--- config.mk ---
export PLATFORM = sky130hd
export DESIGN_NAME = led_fill_drain_ctrl
export DESIGN_NICKNAME = d
export VERILOG_FILES = /design/src/rtl/led_seq_pkg.sv /design/src/rtl/step_tick_gen.sv /design/src/rtl/led_fill_drain_ctrl.sv
export SDC_FILE = /design/constraint.sdc
export NUM_CORES = 1
export LEC_CHECK = 0
export ABC_CLOCK_PERIOD_IN_PS = 8000
export CORE_MARGIN = 5
export CORE_UTILIZATION = 60
export DETAILED_ROUTE_END_ITERATION = 7
export PLACE_DENSITY = 0.8
export RECOVER_POWER = 25
export SKIP_LAST_GASP = 1
export SLEW_MARGIN = 20
export SYNTH_ARGS = -nofsm -noshare
export SYNTH_HDL_FRONTEND = slang
export SYNTH_HIERARCHICAL = 1
export SYNTH_SLANG_ARGS = --single-unit
--- constraint.sdc ---
create_clock -name clk50m -period 8 [get_ports clk50m]
set_input_delay 2.4 -clock clk50m [delete_from_list [all_inputs] [get_ports clk50m]]
set_output_delay 2.4 -clock clk50m [all_outputs]
set_load 0.02 [all_outputs]
--- src/rtl/led_seq_pkg.sv ---
// Shared types and constants for the LED fill/drain sequencer.
// Build option: LED_BOUNCE_EN alternates the fill/drain bit order per pass.
package led_seq_pkg;

  typedef enum logic [2:0] {
    IDLE,
    FILL,
    HOLD_FULL,
    DRAIN,
    HOLD_EMPTY
  } state_t;

  localparam logic [7:0] LED_ALL_ON  = 8'hFF;
  localparam logic [7:0] LED_ALL_OFF = 8'h00;
  localparam int         SPEED_W     = 2;

  // msb=1 shifts toward bit 0 and inserts at bit 7
  function automatic logic [7:0] led_shift(
    input logic [7:0] cur,
    input logic       fill,
    input logic       msb
  );
    if (msb) return {fill, cur[7:1]};
    return {cur[6:0], fill};
  endfunction

endpackage

--- src/rtl/step_tick_gen.sv ---
// Step-rate divider producing a registered single-cycle step enable.
// The count freezes while sw_run is low, so no partial period is lost.
module step_tick_gen
  import led_seq_pkg::*;
#(
  parameter int BASE_DIV = 50_000_000
) (
  input  logic               clk50m,
  input  logic               rst,
  input  logic               sw_run,
  input  logic [SPEED_W-1:0] speed_sel,
  output logic               step_tick
);

  localparam int CW = $clog2(BASE_DIV);

  logic [CW-1:0] cnt;
  logic [31:0]   term_m1;
  logic          at_term;

  assign term_m1 = (32'(BASE_DIV) >> speed_sel) - 32'd1;
  // >= so a shorter period selected mid-count fires at once
  assign at_term = (32'(cnt) >= term_m1);

  always_ff @(posedge clk50m) begin
    if (rst) begin
      cnt       <= '0;
      step_tick <= 1'b0;
    end else if (!sw_run) begin
      step_tick <= 1'b0;
    end else if (at_term) begin
      cnt       <= '0;
      step_tick <= 1'b1;
    end else begin
      cnt       <= cnt + CW'(1);
      step_tick <= 1'b0;
    end
  end

endmodule

--- src/rtl/led_fill_drain_ctrl.sv ---
// 8-LED bar sequencer: fill, hold, drain, hold, repeat on each step tick.
// Build option: LED_BOUNCE_EN flips the bit order after every HOLD_EMPTY.
module led_fill_drain_ctrl
  import led_seq_pkg::*;
#(
  parameter int BASE_DIV = 50_000_000
) (
  input  logic               clk50m,
  input  logic               rst,
  input  logic               sw_run,
  input  logic [SPEED_W-1:0] speed_sel,
  output logic [7:0]         led,
  output logic               step_tick
);

  state_t     state_q;
  state_t     state_d;
  logic [7:0] led_d;
  logic       dir_q;

  step_tick_gen #(
    .BASE_DIV (BASE_DIV)
  ) u_tick (
    .clk50m    (clk50m),
    .rst       (rst),
    .sw_run    (sw_run),
    .speed_sel (speed_sel),
    .step_tick (step_tick)
  );

`ifdef LED_BOUNCE_EN
  logic dir_d;

  always_comb begin
    dir_d = dir_q;
    if (step_tick && state_q == HOLD_EMPTY) dir_d = ~dir_q;
  end

  always_ff @(posedge clk50m) begin
    if (rst) dir_q <= 1'b0;
    else     dir_q <= dir_d;
  end
`else
  assign dir_q = 1'b0;
`endif

  always_comb begin
    state_d = state_q;
    led_d   = led;
    unique case (state_q)
      IDLE: begin
        led_d = LED_ALL_OFF;
        if (sw_run) state_d = FILL;
      end
      FILL: begin
        if (step_tick) begin
          led_d = led_shift(led, 1'b1, dir_q);
          if (led_d == LED_ALL_ON) state_d = HOLD_FULL;
        end
      end
      HOLD_FULL: begin
        if (step_tick) state_d = DRAIN;
      end
      DRAIN: begin
        if (step_tick) begin
          led_d = led_shift(led, 1'b0, dir_q);
          if (led_d == LED_ALL_OFF) state_d = HOLD_EMPTY;
        end
      end
      HOLD_EMPTY: begin
        if (step_tick) state_d = FILL;
      end
      default: begin
        state_d = IDLE;
        led_d   = LED_ALL_OFF;
      end
    endcase
  end

  always_ff @(posedge clk50m) begin
    if (rst) begin
      state_q <= IDLE;
      led     <= LED_ALL_OFF;
    end else begin
      state_q <= state_d;
      led     <= led_d;
    end
  end

endmodule

==> summary.md <==
| Metric | Value |
|---|---|
| Most frequent cells after synthesis | dfxtp_1, nor2_1, ha_1 |
| Antenna viol nets, final | 0 |
| Port Buffers | 13 |
| Final-report max-slew violation count | 0 |
| Full die area | 5260 um2 |
| Synth top area cells | dfxtp_1, ha_1, xor2_1 |
| Synth Register Bits | 38 |
| CTS H-tree depth | 2 |
| Async S/R FF share, synth | 0 |
| Yosys top cell area share | 0.324 |
| # rows | 22 |
| FF-to-FF End | u_tick/cnt[0]$_SDFFE_PP0P_ |
| Iteration-0 DRC Markers | 136 |
| Root buffer cell | clkbuf_8 |
| Register Area | 761 um2 |
| FF-to-FF Start | u_tick/cnt[15]$_SDFFE_PP0P_ |
| Min-delay src | led[7]$_SDFFE_PP0P_ |
| R2r worst-path depth | 7 |
| Power per Cell Area | 143 nW/um2 |
| Remaining DRCs | 0 |
| Peak supply drop | 71.4 uV |
| Synthesis-to-finish area growth | 8.53% |
| Cell area after synthesis | 2350 um2 |
| Worst slew pin tran | 816 ps |
| Setup_tns | 0 ps |
| Grt total ovfl | 0 |
| Synth Area in Adders | 0.116 |
| Final net count | 304 |
| Crit path launch type | input port |
| Ys Warns | 6 |
| Tcrit/Tclk final | 0.664 |
| Final Util | 0.686 |
| Fraction of the yosys area taken by sequential cells | 0.324 |
| Die H | 72.5 um |
| Largest stage delay on the critical path | 690 ps |
| WHS Endpoint | led[7]$_SDFFE_PP0P_ |
| Die Wd | 72.5 um |
| Leakage | 0.975 nW |
| Syn_area_per_cell | 8.73 um2 |
| Number of global-route vias before repair | 1739 |
| DRT Pass-1 Iters | 4 |
| Min-delay worst type | flip-flop to flip-flop |
| Final Wtd Congestion | 0.822 |
| Max-cap viol count | 0 |
| Maximum buffer depth of the clock tree | 2 |
| Min-Delay Path Depth | 2 |
| Clock-pin slew on the worst setup and hold paths | 70 ps |
| Clk_lat worst skew | 290 ps |
| Post-synth EDFFs | 0 |
| CP endpoint kind | flip-flop |
| TritonCTS clock tree | yes |
| Max-slew headroom | 0.453 |
| Total clock sinks | 38 |
| DR WL/cell | 14.0 um |
| Fin. Hold Viols | 0 |
| Worst path slowest cell | o211ai_4 |
| Area leader, netlist | dfxtp_1 |
| Largest net degree at the start of global routing | 27 |
| Post-synthesis cell type count | 52 |
| CTS Buf Count | 5 |
| Post-Synth XOR/XNOR Area | 0.0970 |
| Initial Util | 0.632 |
| Status | finished clean |
| Hpwl dp | 3310 um |
| Multiplexer share of the synthesized area | 0.0133 |
| Final setup violation count | 0 |
| Number of gates resized after cts | 0 |
| Critical path class | input port to flip-flop |
| Final setup margin | 2690 ps |
| Core area | 3720 um2 |
| R2R Setup Slk | 5640 ps |
| Clk_skew | 6.66 ps |
| Dpl ws | 2370 ps |
| RSZ-0062 raised after global routing | false |
| Tmin final | 5310 ps |
| Compound-Gate Fraction of Synth Area | 0.128 |
| Worst Path Max Fanout | 26 |
| Detailed Route WL | 4590 um |
| Mapped Nets | 295 |
| Multi-input gate area | 1470 um2 |
| Crit path arrival time | 5460 ps |
| Postcts setup bufs | 0 |
| DR vias | 1858 |
| Vias per cell | 5.68 |
| Post-Syn Instances | 269 |
| Worst EP required | 8150 ps |
| Layout cells sized above 1 | 0.100 |
| CTS Hold Bufs | 0 |
| Top_reg_cell synth | dfxtp_1 |
| Post-synthesis simple-gate area fraction | 0.271 |
| First-pass GRT wire length | 8090 um |
| Largest family of logic cells by synthesized area | simple AND/OR/NAND/NOR gates |
| Total global-route track usage | 0.191 |
| Peak Freq | 188 MHz |
| Worst path cell trace | clkdlybuf4s50_1, inv_1, nand2_1, inv_1, ha_1, ha_1, nand2_1, o22ai_1, a211oi_1, o311a_1, o211ai_4, nor2_1 |
| Ant diodes | 0 |
| Filler instances | 326 |
| Antenna violations before repair | 0 |
| I/O pin total | 14 |
| Top-count cell post-synth | dfxtp_1 |
cell usage in the layout, fill, tap and decap left out, types with 2 or more instances in the layout:
cell / count
dfxtp_1: 38
nor2_1: 26
ha_1: 21
nand2_1: 17
xor2_1: 15
a21oi_1: 14
o21ai_0: 12
nand3_1: 12
clkdlybuf4s50_1: 11
xnor2_1: 11
inv_1: 9
nand4_1: 9
nor2_2: 9
nand4b_1: 8
nor2b_1: 8
clkbuf_8: 6
and3_1: 6
a211oi_1: 3
and4_1: 3
nand3b_1: 2
a211o_1: 2
o21ai_2: 2
nand2b_1: 2
mux2i_1: 2
dlygate4sd3_1: 2
a31o_2: 2
and2_1: 2
conb_1: 2
critical path: cells and delay by family:
family	cells	cell delay, ps
buffers and inverters	3	820
AND/OR/NAND/NOR	3	310
adder cells (fa/ha/maj)	2	600
AO/OA/AOI/OAI	4	1310
per-layer routing:
metal	track usage	share of wire	vias to the layer above
li1	-	-	966
met1	0.266	0.51	861
met2	0.295	0.45	24
met3	0.0429	0.029	7
met4	0.0574	0.012	0
met5	0	0	-
registers in the layout, summed over array words and instances (netlist names):
signal and flops:
u_tick/cnt 26, led 8, state_q 3, u_tick/step_tick 1
where the power goes:
part           switching, W  internal (W)  total [W]  leakage, nW
combinational     0.0000180     0.0000124  0.0000305        0.620
sequential       0.00000569      0.000191   0.000197        0.307
clock             0.0000673     0.0000695   0.000137       0.0482
total             0.0000911      0.000273   0.000364        0.975
how the worst max path moves through the flow:
stage,from,end,slack [ps],depth (start not counted)
after floorplan,speed_sel[1],u_tick/cnt[13]$_SDFFE_PP0P_,3540,9
after global placement,speed_sel[0],u_tick/cnt[20]$_SDFFE_PP0P_,2490,12
after detailed placement,speed_sel[0],u_tick/cnt[6]$_SDFFE_PP0P_,2370,12
after CTS,speed_sel[0],u_tick/cnt[6]$_SDFFE_PP0P_,2660,12
after global routing,speed_sel[0],u_tick/cnt[23]$_SDFFE_PP0P_,2430,12
final,speed_sel[0],u_tick/cnt[0]$_SDFFE_PP0P_,2690,12
layout make-up:
cell class,instances,area share
inverter,9,0.0133
timing repair buffer,13,0.0511
clock buffer,7,0.0339
clock inverter,1,0.00196
sequential,38,0.299
tap,48,0.0236
multi-input combinational,211,0.578
logic make-up (layout without fill, tap and decap cells):
group / count (synthesis) / after routing
xor+xnor: 26 / 26
fa+ha+maj: 22 / 22
buf+inv: 20 / 30
other cells: 2 / 2
mux: 3 / 3
flops: 38 / 38
simple gates: 113 / 113
compound gates: 45 / 45
metrics by stage:
| step | hold slack (ps) | cells | power (W) | instance area, um2 |
|---|---|---|---|---|
| detailed placement | 489 | 319 | 0.000232 | 2460 |
| global placement | 464 | 319 | 0.000231 | 2460 |
| floorplan | 479 | 269 | 0.000227 | 2350 |
| finish | 488 | 327 | 0.000364 | 2550 |
| CTS | 502 | 327 | 0.000368 | 2550 |
| global route | 523 | 327 | 0.000381 | 2550 |
Power figures use the tool's default switching activity.
